### src/rtl/uart_arb_pkg.sv
// -----------------------------------------------------------------------------
// uart_arb_pkg
// Shared constants for the uart_tx arbiter: FSM state encoding, state width,
// and default parameter values. No ports.
// -----------------------------------------------------------------------------
package uart_arb_pkg;

    localparam int STATE_W = 2;

    localparam logic [STATE_W-1:0] IDLE      = 2'd0;
    localparam logic [STATE_W-1:0] START     = 2'd1;
    localparam logic [STATE_W-1:0] WAIT_BUSY = 2'd2;
    localparam logic [STATE_W-1:0] WAIT_IDLE = 2'd3;

    localparam int DEF_NREQ     = 4;
    localparam int DEF_N        = 8;
    localparam int DEF_START_TO = 16;

endpackage

### src/rtl/uart_tx_arbiter_if.sv
// -----------------------------------------------------------------------------
// uart_tx_arbiter_if
// Bundles the requester side and the uart_tx side of the arbiter.
//   req, lock, req_data : requester byte requests, lock flags and data
//   byte_ack, gnt       : per-requester commit pulse and current owner
//   to_uart, tx_external: byte and start strobe towards uart_tx
//   uart_busy           : serializer busy, from uart_tx
//   err, state_out      : start-timeout pulse and FSM state (debug)
// master = requesters + serializer side, slave = the arbiter.
// -----------------------------------------------------------------------------
interface uart_tx_arbiter_if #(
    parameter int NREQ = 4,
    parameter int N    = 8
);
    import uart_arb_pkg::*;

    logic [NREQ-1:0]    req;
    logic [NREQ-1:0]    lock;
    logic [NREQ*N-1:0]  req_data;
    logic [NREQ-1:0]    byte_ack;
    logic [NREQ-1:0]    gnt;
    logic [N-1:0]       to_uart;
    logic               tx_external;
    logic               uart_busy;
    logic               err;
    logic [STATE_W-1:0] state_out;

    modport master (
        output req, lock, req_data, uart_busy,
        input  byte_ack, gnt, to_uart, tx_external, err, state_out
    );

    modport slave (
        input  req, lock, req_data, uart_busy,
        output byte_ack, gnt, to_uart, tx_external, err, state_out
    );

endinterface

### src/rtl/uart_tx_arbiter_rr_picker.sv
// -----------------------------------------------------------------------------
// rr_picker
// Combinational round-robin search: first set bit of req_i starting at
// ptr_i+1, wrapping modulo NREQ.
//   req_i : request vector
//   ptr_i : index of the last winner
//   idx_o : winning index (0 when none)
//   vld_o : at least one request present
// -----------------------------------------------------------------------------
module rr_picker #(
    parameter  int NREQ = 4,
    localparam int IW   = $clog2(NREQ)
) (
    input  logic [NREQ-1:0] req_i,
    input  logic [IW-1:0]   ptr_i,
    output logic [IW-1:0]   idx_o,
    output logic            vld_o
);

    // Walk offsets from farthest to nearest so the nearest hit overwrites.
    always_comb begin
        vld_o = 1'b0;
        idx_o = '0;
        for (int k = NREQ; k >= 1; k--) begin
            if (req_i[(int'(ptr_i) + k) % NREQ]) begin
                vld_o = 1'b1;
                idx_o = IW'((int'(ptr_i) + k) % NREQ);
            end
        end
    end

endmodule

### src/rtl/uart_tx_arbiter.sv
// -----------------------------------------------------------------------------
// uart_tx_arbiter
// Shares one uart_tx serializer between NREQ requesters, byte by byte, with
// round-robin priority, optional message lock and a start timeout.
//   clk   : system clock
//   reset : asynchronous active-low reset
//   bus   : slave side of uart_tx_arbiter_if (requests, grants, uart_tx link)
// All outputs are registered.
// -----------------------------------------------------------------------------
module uart_tx_arbiter
    import uart_arb_pkg::*;
#(
    parameter int NREQ     = DEF_NREQ,
    parameter int N        = DEF_N,
    parameter int START_TO = DEF_START_TO
) (
    input  logic               clk,
    input  logic               reset,
    uart_tx_arbiter_if.slave   bus
);

    localparam int IW = $clog2(NREQ);
    localparam int TW = $clog2(START_TO + 1);

    logic [STATE_W-1:0] state_q, state_d;
    logic [NREQ-1:0]    gnt_q, gnt_d;
    logic [NREQ-1:0]    ack_q, ack_d;
    logic [N-1:0]       to_uart_q, to_uart_d;
    logic               tx_q, tx_d;
    logic               err_q, err_d;
    logic [IW-1:0]      ptr_q, ptr_d;
    logic               lockv_q, lockv_d;
    logic [TW-1:0]      timer_q, timer_d;

    logic [IW-1:0]      win_idx;
    logic               win_vld;
    logic               sel;
    logic [IW-1:0]      sel_idx;

    rr_picker #(.NREQ(NREQ)) u_pick (
        .req_i (bus.req),
        .ptr_i (ptr_q),
        .idx_o (win_idx),
        .vld_o (win_vld)
    );

    always_comb begin
        state_d   = state_q;
        gnt_d     = gnt_q;
        ack_d     = '0;
        to_uart_d = to_uart_q;
        tx_d      = 1'b0;
        err_d     = 1'b0;
        ptr_d     = ptr_q;
        lockv_d   = lockv_q;
        timer_d   = timer_q;
        sel       = 1'b0;
        sel_idx   = win_idx;

        case (state_q)
            IDLE: begin
                // Never start while the serializer is still busy (e.g. after
                // a reset that landed mid-byte).
                if (!bus.uart_busy) begin
                    if (lockv_q) begin
                        // ptr_q is the lock owner: it won the previous byte.
                        if (bus.req[ptr_q]) begin
                            sel     = 1'b1;
                            sel_idx = ptr_q;
                        end else if (!bus.lock[ptr_q]) begin
                            lockv_d = 1'b0;
                        end
                    end else if (win_vld) begin
                        sel = 1'b1;
                    end
                    // tx/ack flops are loaded here so they are high during START.
                    if (sel) begin
                        gnt_d          = '0;
                        gnt_d[sel_idx] = 1'b1;
                        ack_d          = gnt_d;
                        to_uart_d      = bus.req_data[int'(sel_idx)*N +: N];
                        ptr_d          = sel_idx;
                        tx_d           = 1'b1;
                        state_d        = START;
                    end
                end
            end
            START: begin
                lockv_d = bus.lock[ptr_q];
                timer_d = '0;
                state_d = WAIT_BUSY;
            end
            WAIT_BUSY: begin
                if (bus.uart_busy) begin
                    state_d = WAIT_IDLE;
                end else begin
                    timer_d = timer_q + 1'b1;
                    // err lands in the cycle the timer becomes START_TO-1.
                    if (timer_q == TW'(START_TO - 2)) begin
                        err_d   = 1'b1;
                        lockv_d = 1'b0;
                        gnt_d   = '0;
                        state_d = IDLE;
                    end
                end
            end
            WAIT_IDLE: begin
                if (!bus.uart_busy) begin
                    gnt_d   = '0;
                    state_d = IDLE;
                end
            end
            default: state_d = IDLE;
        endcase
    end

    always_ff @(posedge clk or negedge reset) begin
        if (!reset) begin
            state_q   <= IDLE;
            gnt_q     <= '0;
            ack_q     <= '0;
            to_uart_q <= '0;
            tx_q      <= 1'b0;
            err_q     <= 1'b0;
            ptr_q     <= IW'(NREQ - 1);
            lockv_q   <= 1'b0;
            timer_q   <= '0;
        end else begin
            state_q   <= state_d;
            gnt_q     <= gnt_d;
            ack_q     <= ack_d;
            to_uart_q <= to_uart_d;
            tx_q      <= tx_d;
            err_q     <= err_d;
            ptr_q     <= ptr_d;
            lockv_q   <= lockv_d;
            timer_q   <= timer_d;
        end
    end

    assign bus.gnt         = gnt_q;
    assign bus.byte_ack    = ack_q;
    assign bus.to_uart     = to_uart_q;
    assign bus.tx_external = tx_q;
    assign bus.err         = err_q;
    assign bus.state_out   = state_q;

endmodule

### src/flat_wrapper.sv
// flat-port wrapper written by rule: the top's interface ports become plain ports
module uart_tx_arbiter_flat import uart_arb_pkg::*;
#(
    parameter int NREQ     = DEF_NREQ,
    parameter int N        = DEF_N,
    parameter int START_TO = DEF_START_TO
)
  (clk, reset, bus_req, bus_lock, bus_req_data, bus_uart_busy, bus_byte_ack, bus_gnt, bus_to_uart, bus_tx_external, bus_err, bus_state_out);
  uart_tx_arbiter_if #(.NREQ(NREQ), .N(N)) bus_i ();
  input  logic clk;
  input  logic reset;
  input wire logic [$bits(bus_i.req)-1:0] bus_req;
  input wire logic [$bits(bus_i.lock)-1:0] bus_lock;
  input wire logic [$bits(bus_i.req_data)-1:0] bus_req_data;
  input wire logic [$bits(bus_i.uart_busy)-1:0] bus_uart_busy;
  output wire logic [$bits(bus_i.byte_ack)-1:0] bus_byte_ack;
  output wire logic [$bits(bus_i.gnt)-1:0] bus_gnt;
  output wire logic [$bits(bus_i.to_uart)-1:0] bus_to_uart;
  output wire logic [$bits(bus_i.tx_external)-1:0] bus_tx_external;
  output wire logic [$bits(bus_i.err)-1:0] bus_err;
  output wire logic [$bits(bus_i.state_out)-1:0] bus_state_out;
  assign bus_i.req = bus_req;
  assign bus_i.lock = bus_lock;
  assign bus_i.req_data = bus_req_data;
  assign bus_i.uart_busy = bus_uart_busy;
  assign bus_byte_ack = bus_i.byte_ack;
  assign bus_gnt = bus_i.gnt;
  assign bus_to_uart = bus_i.to_uart;
  assign bus_tx_external = bus_i.tx_external;
  assign bus_err = bus_i.err;
  assign bus_state_out = bus_i.state_out;
  uart_tx_arbiter #(.NREQ(NREQ), .N(N), .START_TO(START_TO)) u_core (.clk(clk), .reset(reset), .bus(bus_i));
endmodule
### config.mk
export PLATFORM = sky130hd
export DESIGN_NAME = uart_tx_arbiter_flat
export DESIGN_NICKNAME = d
export VERILOG_FILES = /design/src/rtl/uart_arb_pkg.sv /design/src/rtl/uart_tx_arbiter_if.sv /design/src/rtl/uart_tx_arbiter_rr_picker.sv /design/src/rtl/uart_tx_arbiter.sv /design/src/flat_wrapper.sv
export SDC_FILE = /design/constraint.sdc
export NUM_CORES = 1
export LEC_CHECK = 0
export CORE_MARGIN = 3
export CORE_UTILIZATION = 49
export CTS_CLUSTER_SIZE = 24
export DETAILED_ROUTE_END_ITERATION = 8
export PLACE_DENSITY = 0.85
export SLEW_MARGIN = 5
export SYNTH_ARGS = -nofsm -noshare
export SYNTH_HDL_FRONTEND = slang
export SYNTH_SLANG_ARGS = --single-unit
### constraint.sdc
create_clock -name clk -period 4.5 [get_ports clk]
set_input_delay 0.675 -clock clk [delete_from_list [all_inputs] [get_ports clk]]
set_output_delay 0.675 -clock clk [all_outputs]
set_load 0.02 [all_outputs]
**Yosys cells after proc, flatten, opt, wreduce, memory -nomap -nowiden**

Cells that the tools add are included.

- Memories: 0
- Output and inout port bits: 20
- Latch bits: 0
- Flip-flop bits (word level): 28
- Input port bits: 43
- Logic and storage cells: 116
- Memory bits (read-only): 0
- RAM bits: 0

- Equal/unequal tests: 10
- Multiply operators: 0
- Reduce and logical (&&, ||, !) cells: 14
- Divide/modulo/power cells: 0
- Bitwise logic cells: 5
- Shift operators: 1
- $lt $le $gt $ge: 7
- Add/subtract/negate cells: 5
- Muxes and demuxes: 65

Operators by type and width:

| operator | count |
|---|---|
| 1-bit two-way mux | 32 |
| 4-bit two-way mux | 8 |
| 32-bit by 6-bit variable part select with 8-bit output | 1 |
| 2-bit two-way mux | 13 |
| 3-bit by 4-bit < comparator with 1-bit output (second input constant) | 4 |
| 1-bit binary-select mux with 2-bit select | 6 |
| 4-bit one-hot mux with 3 select lines | 1 |
| 5-bit one-hot mux with 2 select lines | 1 |
| 2-bit inequality test (second input constant) | 4 |
| 2-bit one-hot mux with 4 select lines | 1 |
| 4-bit AND reduction | 2 |
| 2-bit OR reduction | 4 |
| 2-bit by 3-bit < comparator with 1-bit output (second input constant) | 2 |
| 6-bit AND reduction | 1 |
| 3-bit nonzero test | 2 |
| 5-bit by 1-bit adder with 5-bit output (second input constant) | 1 |
| 5-bit by 4-bit == test with 1-bit output (second input constant) | 1 |
| 5-bit two-way mux | 1 |
| 2-bit by 1-bit adder with 2-bit output (second input constant) | 2 |
| 2-bit adder (second input constant) | 2 |
| 1-bit AND (first input constant) | 4 |
| 2-bit == test (second input constant) | 2 |
| 3-bit by 2-bit inequality test with 1-bit output (second input constant) | 1 |
| 1-bit one-hot mux with 3 select lines | 1 |
| 10 further kinds | 10 |

**Logic depth before layout (Yosys ltp)**

- Depth in word-level cells: 21
- Mapped depth: 8
- Mapped depth without buffers: 8

**Hierarchy**

From an unflattened synthesis, not the netlist that was laid out.

- Cell total of the unflattened synthesis: 179
- Area, all modules: 1729.2 µm²

Modules (own cells, without submodules):

| module | instances | cells each | area each (µm²) | seq. area each (µm²) |
|---|---|---|---|---|
| uart_tx_arbiter | 1 | 165 | 1637.8 | 703.2 |
| rr_picker | 1 | 14 | 91.3 | 0.0 |

**Least setup slack after synthesis**

OpenSTA, ideal clock, no wires.

- Kind: input-to-reg
- From: input port bus_req[1]
- To: register u_core.to_uart_q[0], in the netlist u_core.bus.to_uart[0]
- Path buffers: 2
- Path slack: 2298 ps
- Library setup time: 138 ps
- Stages: 7
- Data required time: 4362 ps
- Arrival: 2064 ps
- Cell sequence: clkbuf_2 or4_4 o2111ai_2 a2bb2oi_4 a21o_1 buf_6 o221ai_1

- Longest elaborated chain between the ends: 12
- Elaborated cells between the ends (all ways): 33
- Those cells by class: shift: 1; mux: 31; reduce/logical: 1

Ends and longest elaborated chain:

| element | line | RTL |
|---|---|---|
| from (decl) | flat_wrapper.sv:12 | `input wire logic [$bits(bus_i.req)-1:0] bus_req;` |
| 1-bit binary-select mux with 2-bit select | uart_tx_arbiter_rr_picker.sv:25 | `if (req_i[(int'(ptr_i) + k) % NREQ]) begin` |
| 1-bit two-way mux (implied by the code) (2 in a row) | uart_tx_arbiter_rr_picker.sv:25 |  |
| 2-bit two-way mux / 1-bit two-way mux (equally long branches) (4 in a row) | uart_tx_arbiter_rr_picker.sv:25 |  |
| 2-bit two-way mux / 1-bit two-way mux (equally long branches) | uart_tx_arbiter.sv:67, uart_tx_arbiter.sv:73 |  |
| 2-bit two-way mux / 1-bit two-way mux (equally long branches) | uart_tx_arbiter.sv:65 | `if (lockv_q) begin` |
| 2-bit two-way mux / 1-bit two-way mux (equally long branches) | uart_tx_arbiter.sv:64 | `if (!bus.uart_busy) begin` |
| 2-bit two-way mux / 1-bit two-way mux (equally long branches) | uart_tx_arbiter.sv:60 | `case (state_q)` |
| 32-bit by 6-bit variable part select with 8-bit output / 3-bit AND reduction (equally long branches) | n/a |  |
| to (signal assigned) | uart_tx_arbiter.sv:132 | `to_uart_q <= to_uart_d;` |
| to (decl) | uart_tx_arbiter.sv:28 | `logic [N-1:0] to_uart_q, to_uart_d;` |

Parallel ways exist; a longest one is shown, timed or not. The select of a mux whose other input is x is not followed.
A chain may end at the register's enable or synchronous reset.

**Worst setup path in the final report**

Ends and elaborated chain as after synthesis.

==> flow_metrics.tcl <==
set metrics [dict create \
    cts_buffers 3 \
    ys_seq_area_share_pct 38.08 \
    firstDrtPassIters 4 \
    layout_common_cells "62 x clkdlybuf4s50_1, 26 x dfrtp_1, 16 x nand2_1, 16 x mux2i_1, 13 x inv_1" \
    clock_skew_ps 7.063 \
    gp_congestion 0.8412 \
    grt_pass1_wl_um 7748 \
    clk_pin_slew_ps 100 \
    finalPower_w 0.001619 \
    die_h_um 67.39 \
    drt-initial-drc-count 143 \
    clock-root-buffer "clkbuf_8" \
    synth_nets 225 \
    ant_nets 0 \
    fp.dieW_um 67.39 \
    synth-xor-area-share_pct 1.423 \
    port_buffers 62 \
    routedLengthMet1_um 2206 \
    slowest_delay_ps 590 \
    row_count 21 \
    hold_buffers 0 \
    start_kind "input port" \
    routed-via-count 1658 \
    status "finished, final reports clean" \
    synth_edf_count 0 \
    yosys_warnings 0 \
    top_layer "met4" \
    drt-wirelength-per-cell_um 17.64 \
    grt_overflow 0 \
    synthArstFlopShare_pct 100.0 \
    path_class "in2reg" \
    tightest_slew_ps 521.5 \
    core_sq_mm 0.003468 \
    final_common_cell "clkdlybuf4s50_1" \
    worstSkewPairLatency_ps 280 \
    synthFlopType "dfrtp_1" \
    slew_viol_final 0 \
    cap_violations 0 \
    fmax_ghz 0.3472 \
    grt_pass1_vias 1624 \
    muxShareOfSynthArea_pct 11.72 \
    dp_hpwl_um 3613 \
    drc 0 \
    start_util_pct 53.25 \
    io_pins 63 \
    critPathArrivalTime_ps 3030 \
    nets 284 \
    synth-compound-area-share_pct 23.31 \
    hold_violations 0 \
    cts_tree "done" \
    antenna_found_initial 0 \
    setup_viol 0 \
    htreeDepth 1 \
    cts_sinks 28 \
    post_synth_num_cell_types 48 \
    track_usage_pct 22.46 \
    drive_above_1_share_pct 9.402 \
    cts_setup_buffers 0 \
    clock_path_buffers 2 \
    post-route-period-util_pct 64.00 \
    synth-simple-area-share_pct 14.63 \
    synth_top_family_by_area "compound AO/OA/AOI/OAI gates" \
    area_growth_syn_to_layout_pct 37.47 \
    path_max_fanout 14 \
    worst_hold_path_type "reg2reg" \
    fin_crit_ps 2880 \
    syn_area_per_cell_sq_um 10.49 \
    wl_met2_um 2466 \
    grt_start_max_net_pins 29 \
    ir_worst_vdd_uv 405.6 \
    crit_path_end_kind "register" \
    dieArea_sq_mm 0.004541 \
    rsz0062_at_grt "no" \
    synthAdderAreaFrac_pct 4.065 \
    cp.required_ps 4650 \
    wl_met3_um 220 \
    total_leakage_power_nw 1.060 \
    routed_wl_um 4938 \
    tns_ps 0 \
    diodes 0 \
    yosys_register_bits 28 \
    path_cells "clkdlybuf4s50_1, or4_4, o2111ai_2, a2bb2oi_4, a21o_1, o221ai_1" \
    p_per_area_mw_per_mm2 637.6 \
    postSynthCellCount 176 \
    cpMaxStageDelayCell "or4_4" \
    synth_area_sq_mm 0.001847 \
    cts.repair.resized 0 \
    vias_per_cell 5.921 \
    max_slew_margin_pct 65.11 \
]
[logic make-up (layout without fill, tap and decap cells)]
group / count (synthesis) / count (layout)
compound gates: 48 / 48
xor+xnor: 3 / 3
fa+ha+maj: 6 / 6
buf+inv: 24 / 82
flops: 28 / 28
mux: 19 / 19
simple gates: 48 / 48
[cell type report]
| cell class | count | area, sq um |
|---|---|---|
| inverters | 14 | 52.55 |
| flip-flops and latches | 28 | 703.2 |
| multi-input cells | 124 | 1018 |
| repair buffers | 64 | 635.6 |
| clock buffers | 3 | 41.29 |
| well taps | 46 | 57.56 |
| clock inverters | 1 | 30.03 |
| fillers | 272 | 929.6 |
[critical path, delay by kind of cell]
| kind | cells | cell delay [ps] |
|---|---|---|
| compound gates | 4 | 1190 |
| buf+inv | 1 | 570 |
| simple gates | 1 | 590 |
[synthesized netlist by cell type (all sizes together), types with 3 or more instances]
cell	n	area share (%)
nand4	4	1.4
a22o	4	1.9
a21oi	7	1.9
mux2i	16	8.7
nand2	16	3.3
inv	14	2.8
buf	8	3.5
nor3	7	2.5
xnor2	3	1.4
a32o	6	3.3
nor2	8	1.6
o221ai	9	4.9
o21ai	6	1.6
nand2b	4	1.4
dfrtp	26	35
ha	6	4.1
[stage by stage]
step	cell area, sq um	hold slack [ps]	setup WS [ps]	cells	utilization [%]
floorplan	1847	379.4	2298	176	-
detailed placement	2467	479.6	1355	276	71.14
global placement	2467	473.0	1421	276	71.14
finish	2539	496.2	1620	280	73.20
CTS	2539	502.3	1651	280	73.20
global route	2539	536.9	1451	280	73.20
[state kept, by name, summed over array words and instances (netlist names)]
signal / count
u_core.bus.byte_ack: 4
u_core.bus.err: 1
u_core.bus.gnt: 4
u_core.bus.state_out: 2
u_core.bus.to_uart: 8
u_core.bus.tx_external: 1
u_core.lockv_q: 1
u_core.ptr_q: 2
u_core.timer_q: 5
[report_power, final]
part           total (W)  internal, W  leakage (nW)  switching, W
registers       0.000450     0.000353         0.361     0.0000968
logic           0.000969     0.000442         0.663      0.000526
clock network   0.000200     0.000119        0.0357     0.0000809
[metal layers]
layer	track usage, %	up-vias
li1	-	781
met1	31.24	819
met5	0	-
met4	6.076	0
met3	4.326	4
met2	35.71	54
[worst paths after layout]
path	cells after the start	from	slack [ps]	endpoint
worst max-delay path	6	bus_req[1]	1620	u_core.bus.to_uart[0]
worst min-delay path	2	u_core.bus.to_uart[2]	500	u_core.bus.to_uart[2]
worst max register to register	6	u_core.ptr_q[1]	2050	u_core.bus.to_uart[0]
worst min register to register	2	u_core.bus.to_uart[2]	500	u_core.bus.to_uart[2]
max in group asynchronous	2	reset	3440	u_core.ptr_q[0]
min in group asynchronous	2	reset	760	u_core.bus.state_out[1]
(Power assumes the default switching activity.)
